File: config.mk
export PLATFORM = sky130hd
export DESIGN_NAME = main_fsm
export DESIGN_NICKNAME = d
export VERILOG_FILES = /design/src/rtl/main_fsm_pkg.sv /design/src/rtl/main_fsm_imm_src_decoder.sv /design/src/rtl/main_fsm.sv
export SDC_FILE = /design/constraint.sdc
export NUM_CORES = 1
export LEC_CHECK = 0
export BUFFER_PORTS_ARGS = -buffer_cell sky130_fd_sc_hd__buf_2
export CORE_MARGIN = 3
export CORE_UTILIZATION = 44
export CTS_CLUSTER_SIZE = 20
export DETAILED_ROUTE_END_ITERATION = 10
export GPL_TIMING_DRIVEN = 0
export PLACE_DENSITY = 0.78
export RECOVER_POWER = 50
export SLEW_MARGIN = 10
export SYNTH_ARGS = -nofsm -noshare
export SYNTH_HDL_FRONTEND = slang
export SYNTH_SLANG_ARGS = --single-unit
File: constraint.sdc
create_clock -name clk -period 1.8 [get_ports clk]
set_clock_uncertainty 0.1 [all_clocks]
set_input_delay 0.18 -clock clk [delete_from_list [all_inputs] [get_ports clk]]
set_output_delay 0.18 -clock clk [all_outputs]
set_load 0.005 [all_outputs]
File: src/rtl/main_fsm_pkg.sv
// Shared definitions for the multicycle control unit: opcodes, state
// encodings, datapath steering codes and the control bundle type.
package main_fsm_pkg;

  localparam int unsigned OP_W    = 7;
  localparam int unsigned STATE_W = 4;
  localparam int unsigned SEL_W   = 2;

  // Opcodes
  localparam logic [OP_W-1:0] OP_LW  = 7'h03;
  localparam logic [OP_W-1:0] OP_I   = 7'h13;
  localparam logic [OP_W-1:0] OP_SW  = 7'h23;
  localparam logic [OP_W-1:0] OP_R   = 7'h33;
  localparam logic [OP_W-1:0] OP_BEQ = 7'h63;
  localparam logic [OP_W-1:0] OP_JAL = 7'h6F;

  // Controller states
  typedef enum logic [STATE_W-1:0] {
    S_FETCH    = 4'd0,
    S_DECODE   = 4'd1,
    S_MEMADR   = 4'd2,
    S_MEMREAD  = 4'd3,
    S_MEMWB    = 4'd4,
    S_MEMWRITE = 4'd5,
    S_EXECUTER = 4'd6,
    S_ALUWB    = 4'd7,
    S_EXECUTEI = 4'd8,
    S_JAL      = 4'd9,
    S_BEQ      = 4'd10
  } state_e;

  // resultsrc codes
  localparam logic [SEL_W-1:0] RES_ALUOUT = 2'b00;
  localparam logic [SEL_W-1:0] RES_DATA   = 2'b01;
  localparam logic [SEL_W-1:0] RES_ALURES = 2'b10;

  // alusrca codes
  localparam logic [SEL_W-1:0] SRCA_PC    = 2'b00;
  localparam logic [SEL_W-1:0] SRCA_OLDPC = 2'b01;
  localparam logic [SEL_W-1:0] SRCA_RS1   = 2'b10;

  // alusrcb codes
  localparam logic [SEL_W-1:0] SRCB_RS2   = 2'b00;
  localparam logic [SEL_W-1:0] SRCB_IMM   = 2'b01;
  localparam logic [SEL_W-1:0] SRCB_FOUR  = 2'b10;

  // aluop codes
  localparam logic [SEL_W-1:0] ALUOP_ADD   = 2'b00;
  localparam logic [SEL_W-1:0] ALUOP_SUB   = 2'b01;
  localparam logic [SEL_W-1:0] ALUOP_FUNCT = 2'b10;

  // immsrc codes
  localparam logic [SEL_W-1:0] IMM_I = 2'b00;
  localparam logic [SEL_W-1:0] IMM_S = 2'b01;
  localparam logic [SEL_W-1:0] IMM_B = 2'b10;
  localparam logic [SEL_W-1:0] IMM_J = 2'b11;

  // Per-cycle control bundle driven to the multicycle datapath
  typedef struct packed {
    logic             branch;
    logic             pcupdate;
    logic             regwrite;
    logic             memwrite;
    logic             irwrite;
    logic             adrsrc;
    logic [SEL_W-1:0] resultsrc;
    logic [SEL_W-1:0] alusrca;
    logic [SEL_W-1:0] alusrcb;
    logic [SEL_W-1:0] aluop;
    logic             illegal;
  } ctrl_t;

endpackage

File: src/rtl/main_fsm_imm_src_decoder.sv
// Immediate-format selector: maps opcode to immsrc.
// Ports: op (opcode in), immsrc (immediate format out, I for unknown ops).
// Independent of the instruction-class enables.
module main_fsm_imm_src_decoder
  import main_fsm_pkg::*;
(
  input  logic [OP_W-1:0]  op,
  output logic [SEL_W-1:0] immsrc
);

  always_comb begin
    immsrc = IMM_I;
    case (op)
      OP_SW:   immsrc = IMM_S;
      OP_BEQ:  immsrc = IMM_B;
      OP_JAL:  immsrc = IMM_J;
      default: immsrc = IMM_I;
    endcase
  end

endmodule

File: src/rtl/main_fsm.sv
// Multicycle control unit: sequences fetch/decode/execute/memory/writeback
// over a shared memory port and ALU, with a mem_ready wait handshake.
// Ports: clk, reset (async active-high), op (opcode), mem_ready (access done)
//   -> branch, pcupdate, regwrite, memwrite, irwrite, adrsrc, resultsrc,
//      alusrca, alusrcb, aluop, immsrc, illegal, state (debug trace).
// Outputs are decoded from the state register so FETCH strobes can follow
// mem_ready within the same cycle.
module main_fsm
  import main_fsm_pkg::*;
#(
  parameter bit ENABLE_BRANCH = 1'b1,
  parameter bit ENABLE_JAL    = 1'b1,
  parameter bit MEM_WAIT      = 1'b1
) (
  input  logic               clk,
  input  logic               reset,
  input  logic [OP_W-1:0]    op,
  input  logic               mem_ready,
  output logic               branch,
  output logic               pcupdate,
  output logic               regwrite,
  output logic               memwrite,
  output logic               irwrite,
  output logic               adrsrc,
  output logic [SEL_W-1:0]   resultsrc,
  output logic [SEL_W-1:0]   alusrca,
  output logic [SEL_W-1:0]   alusrcb,
  output logic [SEL_W-1:0]   aluop,
  output logic [SEL_W-1:0]   immsrc,
  output logic               illegal,
  output logic [STATE_W-1:0] state
);

  state_e state_q, state_d;
  ctrl_t  ctrl;
  logic   rdy;

  // With waits disabled every access completes in its first cycle
  assign rdy = mem_ready | ~MEM_WAIT;

  // State register
  always_ff @(posedge clk or posedge reset) begin
    if (reset) state_q <= S_FETCH;
    else       state_q <= state_d;
  end

  // Next-state and control decode
  always_comb begin
    state_d = state_q;
    ctrl    = '0;
    case (state_q)
      S_FETCH: begin
        ctrl.alusrcb   = SRCB_FOUR;
        ctrl.resultsrc = RES_ALURES;
        ctrl.irwrite   = rdy;
        ctrl.pcupdate  = rdy;
        if (rdy) state_d = S_DECODE;
      end
      S_DECODE: begin
        ctrl.alusrca = SRCA_OLDPC;
        ctrl.alusrcb = SRCB_IMM;
        case (op)
          OP_LW, OP_SW: state_d = S_MEMADR;
          OP_R:         state_d = S_EXECUTER;
          OP_I:         state_d = S_EXECUTEI;
          OP_JAL: begin
            if (ENABLE_JAL) state_d = S_JAL;
            else begin
              ctrl.illegal = 1'b1;
              state_d      = S_FETCH;
            end
          end
          OP_BEQ: begin
            if (ENABLE_BRANCH) state_d = S_BEQ;
            else begin
              ctrl.illegal = 1'b1;
              state_d      = S_FETCH;
            end
          end
          default: begin
            ctrl.illegal = 1'b1;
            state_d      = S_FETCH;
          end
        endcase
      end
      S_MEMADR: begin
        ctrl.alusrca = SRCA_RS1;
        ctrl.alusrcb = SRCB_IMM;
        case (op)
          OP_LW:   state_d = S_MEMREAD;
          OP_SW:   state_d = S_MEMWRITE;
          default: state_d = S_FETCH;
        endcase
      end
      S_MEMREAD: begin
        ctrl.adrsrc = 1'b1;
        if (rdy) state_d = S_MEMWB;
      end
      S_MEMWB: begin
        ctrl.resultsrc = RES_DATA;
        ctrl.regwrite  = 1'b1;
        state_d        = S_FETCH;
      end
      S_MEMWRITE: begin
        ctrl.adrsrc   = 1'b1;
        ctrl.memwrite = 1'b1;
        if (rdy) state_d = S_FETCH;
      end
      S_EXECUTER: begin
        ctrl.alusrca = SRCA_RS1;
        ctrl.aluop   = ALUOP_FUNCT;
        state_d      = S_ALUWB;
      end
      S_EXECUTEI: begin
        ctrl.alusrca = SRCA_RS1;
        ctrl.alusrcb = SRCB_IMM;
        ctrl.aluop   = ALUOP_FUNCT;
        state_d      = S_ALUWB;
      end
      S_ALUWB: begin
        ctrl.regwrite = 1'b1;
        state_d       = S_FETCH;
      end
      S_JAL: begin
        ctrl.alusrca  = SRCA_OLDPC;
        ctrl.alusrcb  = SRCB_FOUR;
        ctrl.pcupdate = 1'b1;
        state_d       = S_ALUWB;
      end
      S_BEQ: begin
        ctrl.alusrca = SRCA_RS1;
        ctrl.aluop   = ALUOP_SUB;
        ctrl.branch  = 1'b1;
        state_d      = S_FETCH;
      end
      default: state_d = S_FETCH;
    endcase

    // State is already FETCH during reset; only the write strobes need masking
    if (reset) begin
      ctrl.regwrite = 1'b0;
      ctrl.memwrite = 1'b0;
      ctrl.irwrite  = 1'b0;
      ctrl.pcupdate = 1'b0;
      ctrl.branch   = 1'b0;
      ctrl.illegal  = 1'b0;
    end
  end

  main_fsm_imm_src_decoder u_imm_src_decoder (
    .op     (op),
    .immsrc (immsrc)
  );

  assign branch    = ctrl.branch;
  assign pcupdate  = ctrl.pcupdate;
  assign regwrite  = ctrl.regwrite;
  assign memwrite  = ctrl.memwrite;
  assign irwrite   = ctrl.irwrite;
  assign adrsrc    = ctrl.adrsrc;
  assign resultsrc = ctrl.resultsrc;
  assign alusrca   = ctrl.alusrca;
  assign alusrcb   = ctrl.alusrcb;
  assign aluop     = ctrl.aluop;
  assign illegal   = ctrl.illegal;
  assign state     = STATE_W'(state_q);

endmodule

==> results of run 1 <==
through the flow:
stage	utilization, %	hold WS (ps)
after floorplan	-	-138
after global placement	64.2	37.1
after detailed placement	64.2	34.7
after CTS	67.0	174
after global routing	69.8	177
final	69.8	174
where the power goes:
| part | switching [mW] | leakage [nW] | internal (mW) |
|---|---|---|---|
| Combinational | 0.217 | 0.350 | 0.236 |
| Clock | 0.0355 | 0.0138 | 0.0745 |
| Sequential | 0.0319 | 0.0511 | 0.107 |
area by class of cell:
type	instances	area [µm²]
flip-flops and latches	4	103
repair buffers	31	159
inverters	5	18.8
multi-input cells	66	460
well taps	14	17.5
clock buffers	3	22.5
fillers	101	363
plain buffers	6	57.6
layout by cell type, fill, tap and decap left out, drive strengths merged:
cell type	instances
buf	33
dlygate4sd3	1
and4	1
and2	4
inv	5
a31oi	1
a21oi	6
a221o	1
o31ai	1
nand3b	1
and4bb	1
o21ai	4
and3	1
o32a	1
nor2	7
nand2b	9
nand4	1
o21a	2
a2bb2oi	2
nor2b	3
o22ai	1
clkbuf	6
o221ai	2
nor4	5
and2b	1
nor4b	1
mux2i	1
nand2	4
xor2	2
dfrtp	4
nand3	1
nor3	2
path summary, 6_finish.rpt:
check	to	slack [ps]
worst max-delay path	illegal	80
worst min-delay path	state[1]$_DFFE_PP0P_	170
worst max register to register	state[2]$_DFFE_PP0P_	300
worst min register to register	state[3]$_DFFE_PP0P_	590
max in group asynchronous	state[3]$_DFFE_PP0P_	1020
min in group asynchronous	state[2]$_DFFE_PP0P_	370
kinds of logic after synthesis:
| group | synth area share, % |
|---|---|
| mux | 1.66 |
| simple gates | 44.2 |
| flops | 16.6 |
| xor+xnor | 2.91 |
| buf+inv | 10.4 |
| compound gates | 24.3 |
repair_timing:
item | in CTS | in global routing
setup endpoints to repair | 1 | 9
hold buffers | 1 | 0
hold endpoints to repair | 4 | 0
pin swaps | 0 | 0
gates resized for setup | 1 | 12
metal layers:
metal	global-route usage (%)	share of wire, %	vias up
li1	-	-	363
met1	27.8	44	345
met2	32.0	49	34
met3	5.51	6.6	0
met4	3.01	0	0
met5	0	0	-
==> flow_summary.json, run 1 <==
{
  "die_x_um": 43.0,
  "rows": 12,
  "end_kind": "output pin",
  "synth_top_cell_by_area": "dfrtp_1",
  "hold_viol": 0,
  "critical_path.max_stage_delay_ps": 360,
  "synth_area_um2": 603,
  "ys_seq_elements": 4,
  "clkLatencyLatePin_ps": 230,
  "drt-total-wl_um": 1710,
  "p_leak_nw": 0.415,
  "routed_via_density": 5.75,
  "antennaDiodeCount": 0,
  "final_max_slew_viol_count": 0,
  "grt_util_all_layers_pct": 20.2,
  "min_from": "op[5]",
  "cts_buffer_depth": 2,
  "place_area_um2": 771,
  "dpl_worst_slack_ps": 262,
  "drtAntennaViolNets": 0,
  "syn-num-nets": 91,
  "crit_type": "flip-flop to output pin",
  "placedCellCount": 125,
  "vias": 742,
  "avgSynthCellArea_um2": 7.45,
  "drv_cap": 0,
  "cp-start-kind": "flip-flop",
  "netlist.area_leader.share_pct": 16.6,
  "synthTopCellsByArea": "dfrtp_1 (17%), nand2b_1 (7.3%), a21oi_1 (5.0%)",
  "final_layout_size_suffix_gt1_share_pct": 41.7,
  "ys_seq_area_share_pct": 16.6,
  "dp_hpwl_um": 1270,
  "areaGrowthSynthToFinish_pct": 39.0,
  "cp.depth": 5,
  "clk_pin_slew_ps": 30,
  "cts_buffers": 3,
  "power_mw": 0.702,
  "cp_max_fo": 8,
  "dieArea_mm2": 0.00185,
  "largest_register_ffs": 4,
  "outcome": "finished, final reports clean",
  "cp_slowest_cell": "dfrtp_1",
  "drc": 0,
  "ir_drop_v": 0.000470,
  "cts_tree": "done",
  "slew_headroom_pct": 71.1,
  "yosysUniqueCellTypes": 36,
  "grt_overflow": 0,
  "path_cells": "buf_4, nor2_1, nand2b_4, nor4_1, buf_2",
  "powerDensity_mw_per_mm2": 838,
  "max_freq_mhz": 582,
  "port_buffers": 30,
  "antenna_found_initial": 0,
  "critPathLaunch": "state[1]$_DFFE_PP0P_",
  "final_cell_area_um2": 838,
  "synthCells": 81,
  "drt_iter0_markers": 25,
  "synth_warnings": 0,
  "finalSetupTns_ps": 0,
  "synth_edf_count": 0,
  "ys_top_cells_by_count": "nand2b_1 (7), nor2_1 (7), a21oi_1 (6)",
  "setup_ws_ps": 82.5,
  "rr_worst_depth": 5,
  "rsz0062_at_grt": "yes",
  "cts_max_level": 1,
  "synthFlopType": "dfrtp_1",
  "grt_first_pass_wirelength_um": 2930,
  "post_cts_buffers": 0,
  "layout.cells.non_filler": 129,
  "wl_per_cell_um": 13.2,
  "r2r_start": "state[1]$_DFFE_PP0P_",
  "crit_arrival_ps": 1440,
  "fin_crit_ps": 1720,
  "core_region_area_mm2": 0.00120,
  "critPathBufInv": 2,
  "cp_data_required_time_ps": 1520,
  "grt_max_degree": 11,
  "hold_class": "primary input to flip-flop",
  "clock_tree.root_cell": "clkbuf_4",
  "holdPathStages": 2,
  "grt_pass1_vias": 659,
  "path_delay_family": "simple AND/OR/NAND/NOR gates",
  "synthArstFlopShare_pct": 100,
  "layout.nets": 127,
  "post-route-period-util_pct": 95.4,
  "start_util_pct": 50.2,
  "gp_congestion": 0.886,
  "io-pin-count": 31,
  "setup_viol": 0,
  "fp.dieH_um": 43.0,
  "dr.pass1.iters": 4,
  "worst_slew_pin_slew_ps": 430,
  "cts_sinks": 4
}
No activity file was read; power rests on OpenSTA's default activity.
==> run 2: changes to the inputs <==
ABC_CLOCK_PERIOD_IN_PS = 1800   (was unset)
BUFFER_PORTS_ARGS = -buffer_cell sky130_fd_sc_hd__clkbuf_2   (was -buffer_cell sky130_fd_sc_hd__buf_2)
==> flow_summary.json, run 2 (same netlist as run 1, synthesis figures left out) <==
{
  "use_met1_pct": 28.2,
  "min_from": "op[5]",
  "placedCellCount": 125,
  "layout.cells.non_filler": 132,
  "use_met2_pct": 33.5,
  "final_cell_area_um2": 891,
  "setup_viol": 1,
  "cts_tree": "done",
  "rr_worst_depth": 5,
  "powerDensity_mw_per_mm2": 877,
  "dpl_worst_slack_ps": 192,
  "dieArea_mm2": 0.00185,
  "grt_overflow": 0,
  "cts_sinks": 4,
  "grtUsageMet3_pct": 8.05,
  "most-common-layout-cells": "clkbuf_2 (24), nand2b_1 (6), nor2_1 (6)",
  "dr.pass1.iters": 4,
  "antenna_found_initial": 0,
  "drt-total-wl_um": 1910,
  "grt_pass1_vias": 697,
  "worst_slew_pin_slew_ps": 438,
  "post-route-period-util_pct": 102,
  "ir_drop_v": 0.000546,
  "final_max_slew_viol_count": 0,
  "cp_data_required_time_ps": 1520,
  "hold_viol": 0,
  "grt_first_pass_wirelength_um": 3130,
  "hold_path_end": "state[1]$_DFFE_PP0P_",
  "die_x_um": 43.0,
  "clk_pin_slew_ps": 40,
  "dp_hpwl_um": 1290,
  "start_util_pct": 50.2,
  "largest_register_ffs": 4,
  "layout.nets": 130,
  "cp_max_fo": 10,
  "end_kind": "output pin",
  "finalSetupTns_ps": -29.5,
  "outcome": "finished, violations left",
  "grt_max_degree": 11,
  "critical_path.max_stage_delay_ps": 370,
  "holdPathStages": 2,
  "hold_class": "primary input to flip-flop",
  "final_common_cell": "clkbuf_2",
  "crit_arrival_ps": 1550,
  "clock_tree.root_cell": "clkbuf_4",
  "antennaDiodeCount": 0,
  "setup_ws_ps": -29.5,
  "io-pin-count": 31,
  "fin_crit_ps": 1830,
  "fillers": 105,
  "routed_via_density": 5.77,
  "p_leak_nw": 0.414,
  "fp.dieH_um": 43.0,
  "busiest_layer": "met2",
  "cp-start-kind": "flip-flop",
  "cts_max_level": 1,
  "final_layout_size_suffix_gt1_share_pct": 42.4,
  "max_freq_mhz": 547,
  "drtAntennaViolNets": 0,
  "port_buffers": 30,
  "drv_cap": 0,
  "regToRegSetupSlack_ps": 290,
  "core_region_area_mm2": 0.00120,
  "power_mw": 0.781,
  "gp_congestion": 0.884,
  "drt_iter0_markers": 20,
  "r2r_start": "state[0]$_DFFE_PP0P_",
  "violations": "setup timing",
  "drc": 0,
  "grt_util_all_layers_pct": 22.1,
  "wl_per_cell_um": 14.4,
  "areaGrowthSynthToFinish_pct": 47.7,
  "cp_slowest_cell": "dfrtp_1",
  "cts_buffer_depth": 2,
  "crit_type": "flip-flop to output pin",
  "rows": 12,
  "place_area_um2": 771,
  "clkLatencyLatePin_ps": 240,
  "rr_endpoint": "state[0]$_DFFE_PP0P_",
  "fin_hold_ws_ps": 184,
  "cts_buffers": 3,
  "vias": 761,
  "slew_headroom_pct": 70.5,
  "path_cells": "buf_6, buf_2, nor2_2, nand2_1, a21oi_1, clkbuf_2",
  "fin_util_pct": 74.2
}
[run 2: what timing repair did]
item,CTS,global route
hold endpoints to repair,4,0
setup buffers,0,3
pin swaps,0,2
resized for setup,5,14
endpoints found under the setup margin,3,8
hold buffers,1,0
[run 2: power breakdown]
group,switching [mW],leakage (nW),internal [mW]
logic,0.258,0.349,0.278
clock network,0.0354,0.0138,0.0744
registers,0.0278,0.0511,0.107
total,0.322,0.414,0.460
[run 2: layout make-up]
| class | count | area [µm²] | area share [%] |
|---|---|---|---|
| sequential | 4 | 103 | 11.5 |
| tap | 14 | 17.5 | 1.97 |
| timing repair buffer | 34 | 176 | 19.8 |
| multi-input combinational | 66 | 499 | 56.0 |
| clock buffer | 3 | 22.5 | 2.53 |
| inverter | 5 | 18.8 | 2.11 |
| buffer | 6 | 53.8 | 6.04 |
[run 2: worst max path at each step]
| stage | from | to | cells after the start |
|---|---|---|---|
| 6_report | state[2]$_DFFE_PP0P_ | aluop[1] | 6 |
| 2_1_floorplan | state[0]$_DFFE_PP0P_ | branch | 3 |
| 3_3_place_gp | state[3]$_DFFE_PP0P_ | pcupdate | 5 |
| 4_1_cts | state[0]$_DFFE_PP0P_ | pcupdate | 5 |
| 5_1_grt | state[2]$_DFFE_PP0P_ | aluop[1] | 6 |
| 3_5_place_dp | state[3]$_DFFE_PP0P_ | pcupdate | 5 |
[run 2: metal layers]
layer,share of wire (%),routed length [µm]
met2,47,895
met3,4.9,93
met4,4.0,77
met5,0,0
met1,44,839
[run 2: critical path: cells and delay by family (launching register included)]
kind	cells	cell delay (ps)
flip-flops	1	370
buffers and inverters	3	510
AO/OA/AOI/OAI	1	200
AND/OR/NAND/NOR	2	240
==> run 3: changes to the inputs <==
BUFFER_PORTS_ARGS = unset   (was -buffer_cell sky130_fd_sc_hd__clkbuf_2)
CORE_AREA = 3 3 40 42   (was unset)
CORE_MARGIN = unset   (was 3)
CORE_UTILIZATION = unset   (was 44)
CTS_BUF_LIST = sky130_fd_sc_hd__clkbuf_8   (was unset)
DIE_AREA = 0 0 43 45   (was unset)
DONT_BUFFER_PORTS = 1   (was unset)
PLACE_DENSITY = unset   (was 0.78)
==> flow_summary.json, run 3 (same netlist as run 1, synthesis figures left out) <==
{
  "dr.pass1.iters": 4,
  "grt_overflow": 0,
  "cp_max_fo": 10,
  "setup_viol": 0,
  "largest_register_ffs": 4,
  "clk_pin_slew_ps": 30,
  "cts_max_level": 1,
  "clock_tree.root_cell": "clkbuf_8",
  "critPathBufInv": 1,
  "cp-start-kind": "flip-flop",
  "ir_drop_v": 0.000504,
  "vias": 610,
  "critical_path.max_stage_delay_ps": 450,
  "post_cts_buffers": 0,
  "core_region_area_mm2": 0.00128,
  "gp_congestion": 0.802,
  "layout.nets": 97,
  "max_freq_mhz": 576,
  "cp_slowest_cell": "dfrtp_1",
  "grt_max_degree": 11,
  "path_cells": "buf_2, nor4_2, and3_1",
  "cp_data_required_time_ps": 1520,
  "cts_tree": "done",
  "drt_iter0_markers": 17,
  "slew_headroom_pct": 69.4,
  "crit_arrival_ps": 1460,
  "fillers": 133,
  "power_mw": 0.651,
  "cts_sinks": 4,
  "fp.dieH_um": 45,
  "grt_pass1_vias": 574,
  "final_max_slew_viol_count": 0,
  "powerDensity_mw_per_mm2": 955,
  "wl_per_cell_um": 14.7,
  "rows": 13,
  "rsz0062_at_grt": "yes",
  "die_x_um": 43,
  "p_leak_nw": 0.278,
  "crit_type": "flip-flop to output pin",
  "clkLatencyLatePin_ps": 210,
  "fin_hold_ws_ps": 42.3,
  "drtAntennaViolNets": 0,
  "antenna_found_initial": 0,
  "io-pin-count": 31,
  "hold_class": "primary input to flip-flop",
  "dp_hpwl_um": 1170,
  "drt-total-wl_um": 1470,
  "most-common-layout-cells": "nand2b_1 (7), nor2_1 (7), a21oi_1 (6)",
  "post-route-period-util_pct": 96.4,
  "grt_util_all_layers_pct": 16.8,
  "dieArea_mm2": 0.00194,
  "hold_viol": 0,
  "path_delay_family": "simple AND/OR/NAND/NOR gates",
  "worst_slew_pin_slew_ps": 455,
  "final_layout_size_suffix_gt1_share_pct": 18.8,
  "outcome": "finished, final reports clean",
  "fin_crit_ps": 1740,
  "drc": 0,
  "cts_buffers": 3,
  "start_util_pct": 46.9,
  "grt_first_pass_wirelength_um": 2520,
  "drv_cap": 0,
  "antennaDiodeCount": 0,
  "areaGrowthSynthToFinish_pct": 13.1,
  "cts_buffer_depth": 2,
  "end_kind": "output pin",
  "routed_via_density": 6.10,
  "port_buffers": 0
}
## run 3: cell type report
cell class                 count  area (µm²)  share of cell area, %
multi-input combinational     66         447                   65.5
sequential                     4         101                   14.9
buffer                         6        45.0                   6.61
clock buffer                   3        41.3                   6.06
inverter                       5        18.8                   2.75
tap                           15        18.8                   2.75
timing repair buffer           1        10.0                   1.47
## run 3: stage by stage
| stage | utilization (%) | cells | TNS, ps | worst slack, ps | area, µm² |
|---|---|---|---|---|---|
| after floorplan | - | 81 | 0 | 365 | 603 |
| after global placement | 48.4 | 96 | 0 | 219 | 622 |
| after detailed placement | 48.4 | 96 | 0 | 219 | 622 |
| after CTS | 52.9 | 100 | 0 | 38.7 | 679 |
| after global routing | 53.1 | 100 | -67.0 | -41.2 | 682 |
| final | 53.1 | 100 | 0 | 64.1 | 682 |
## run 3: repair_timing
item,in CTS,in global routing
gates resized for setup,1,3
hold buffers,1,0
hold endpoints to repair,4,0
endpoints found under the setup margin,1,4
## run 3: routing by layer
metal	up-vias	share of wire, %	global-route usage (%)
li1	307	-	-
met2	37	44	25.4
met3	0	12	5.98
met5	-	0	0
met1	266	44	24.5
met4	0	0	0
## run 3: power by group
group / total (mW) / internal (mW) / switching, mW / leakage (nW)
Clock: 0.181 / 0.142 / 0.0394 / 0.0216
Sequential: 0.132 / 0.105 / 0.0267 / 0.0522
Combinational: 0.338 / 0.155 / 0.183 / 0.205
## run 3: worst paths after layout
path / startpoint / end / slack [ps] / depth (start not counted)
hold / removal: op[5] / state[1]$_DFFE_PP0P_ / 40 / 1
hold reg to reg: state[3]$_DFFE_PP0P_ / state[3]$_DFFE_PP0P_ / 590 / 2
max in group asynchronous: reset / state[3]$_DFFE_PP0P_ / 1160 / 2
min in group asynchronous: reset / state[0]$_DFFE_PP0P_ / 230 / 2
setup reg to reg: state[1]$_DFFE_PP0P_ / state[0]$_DFFE_PP0P_ / 290 / 5
setup / recovery: state[0]$_DFFE_PP0P_ / irwrite / 60 / 3
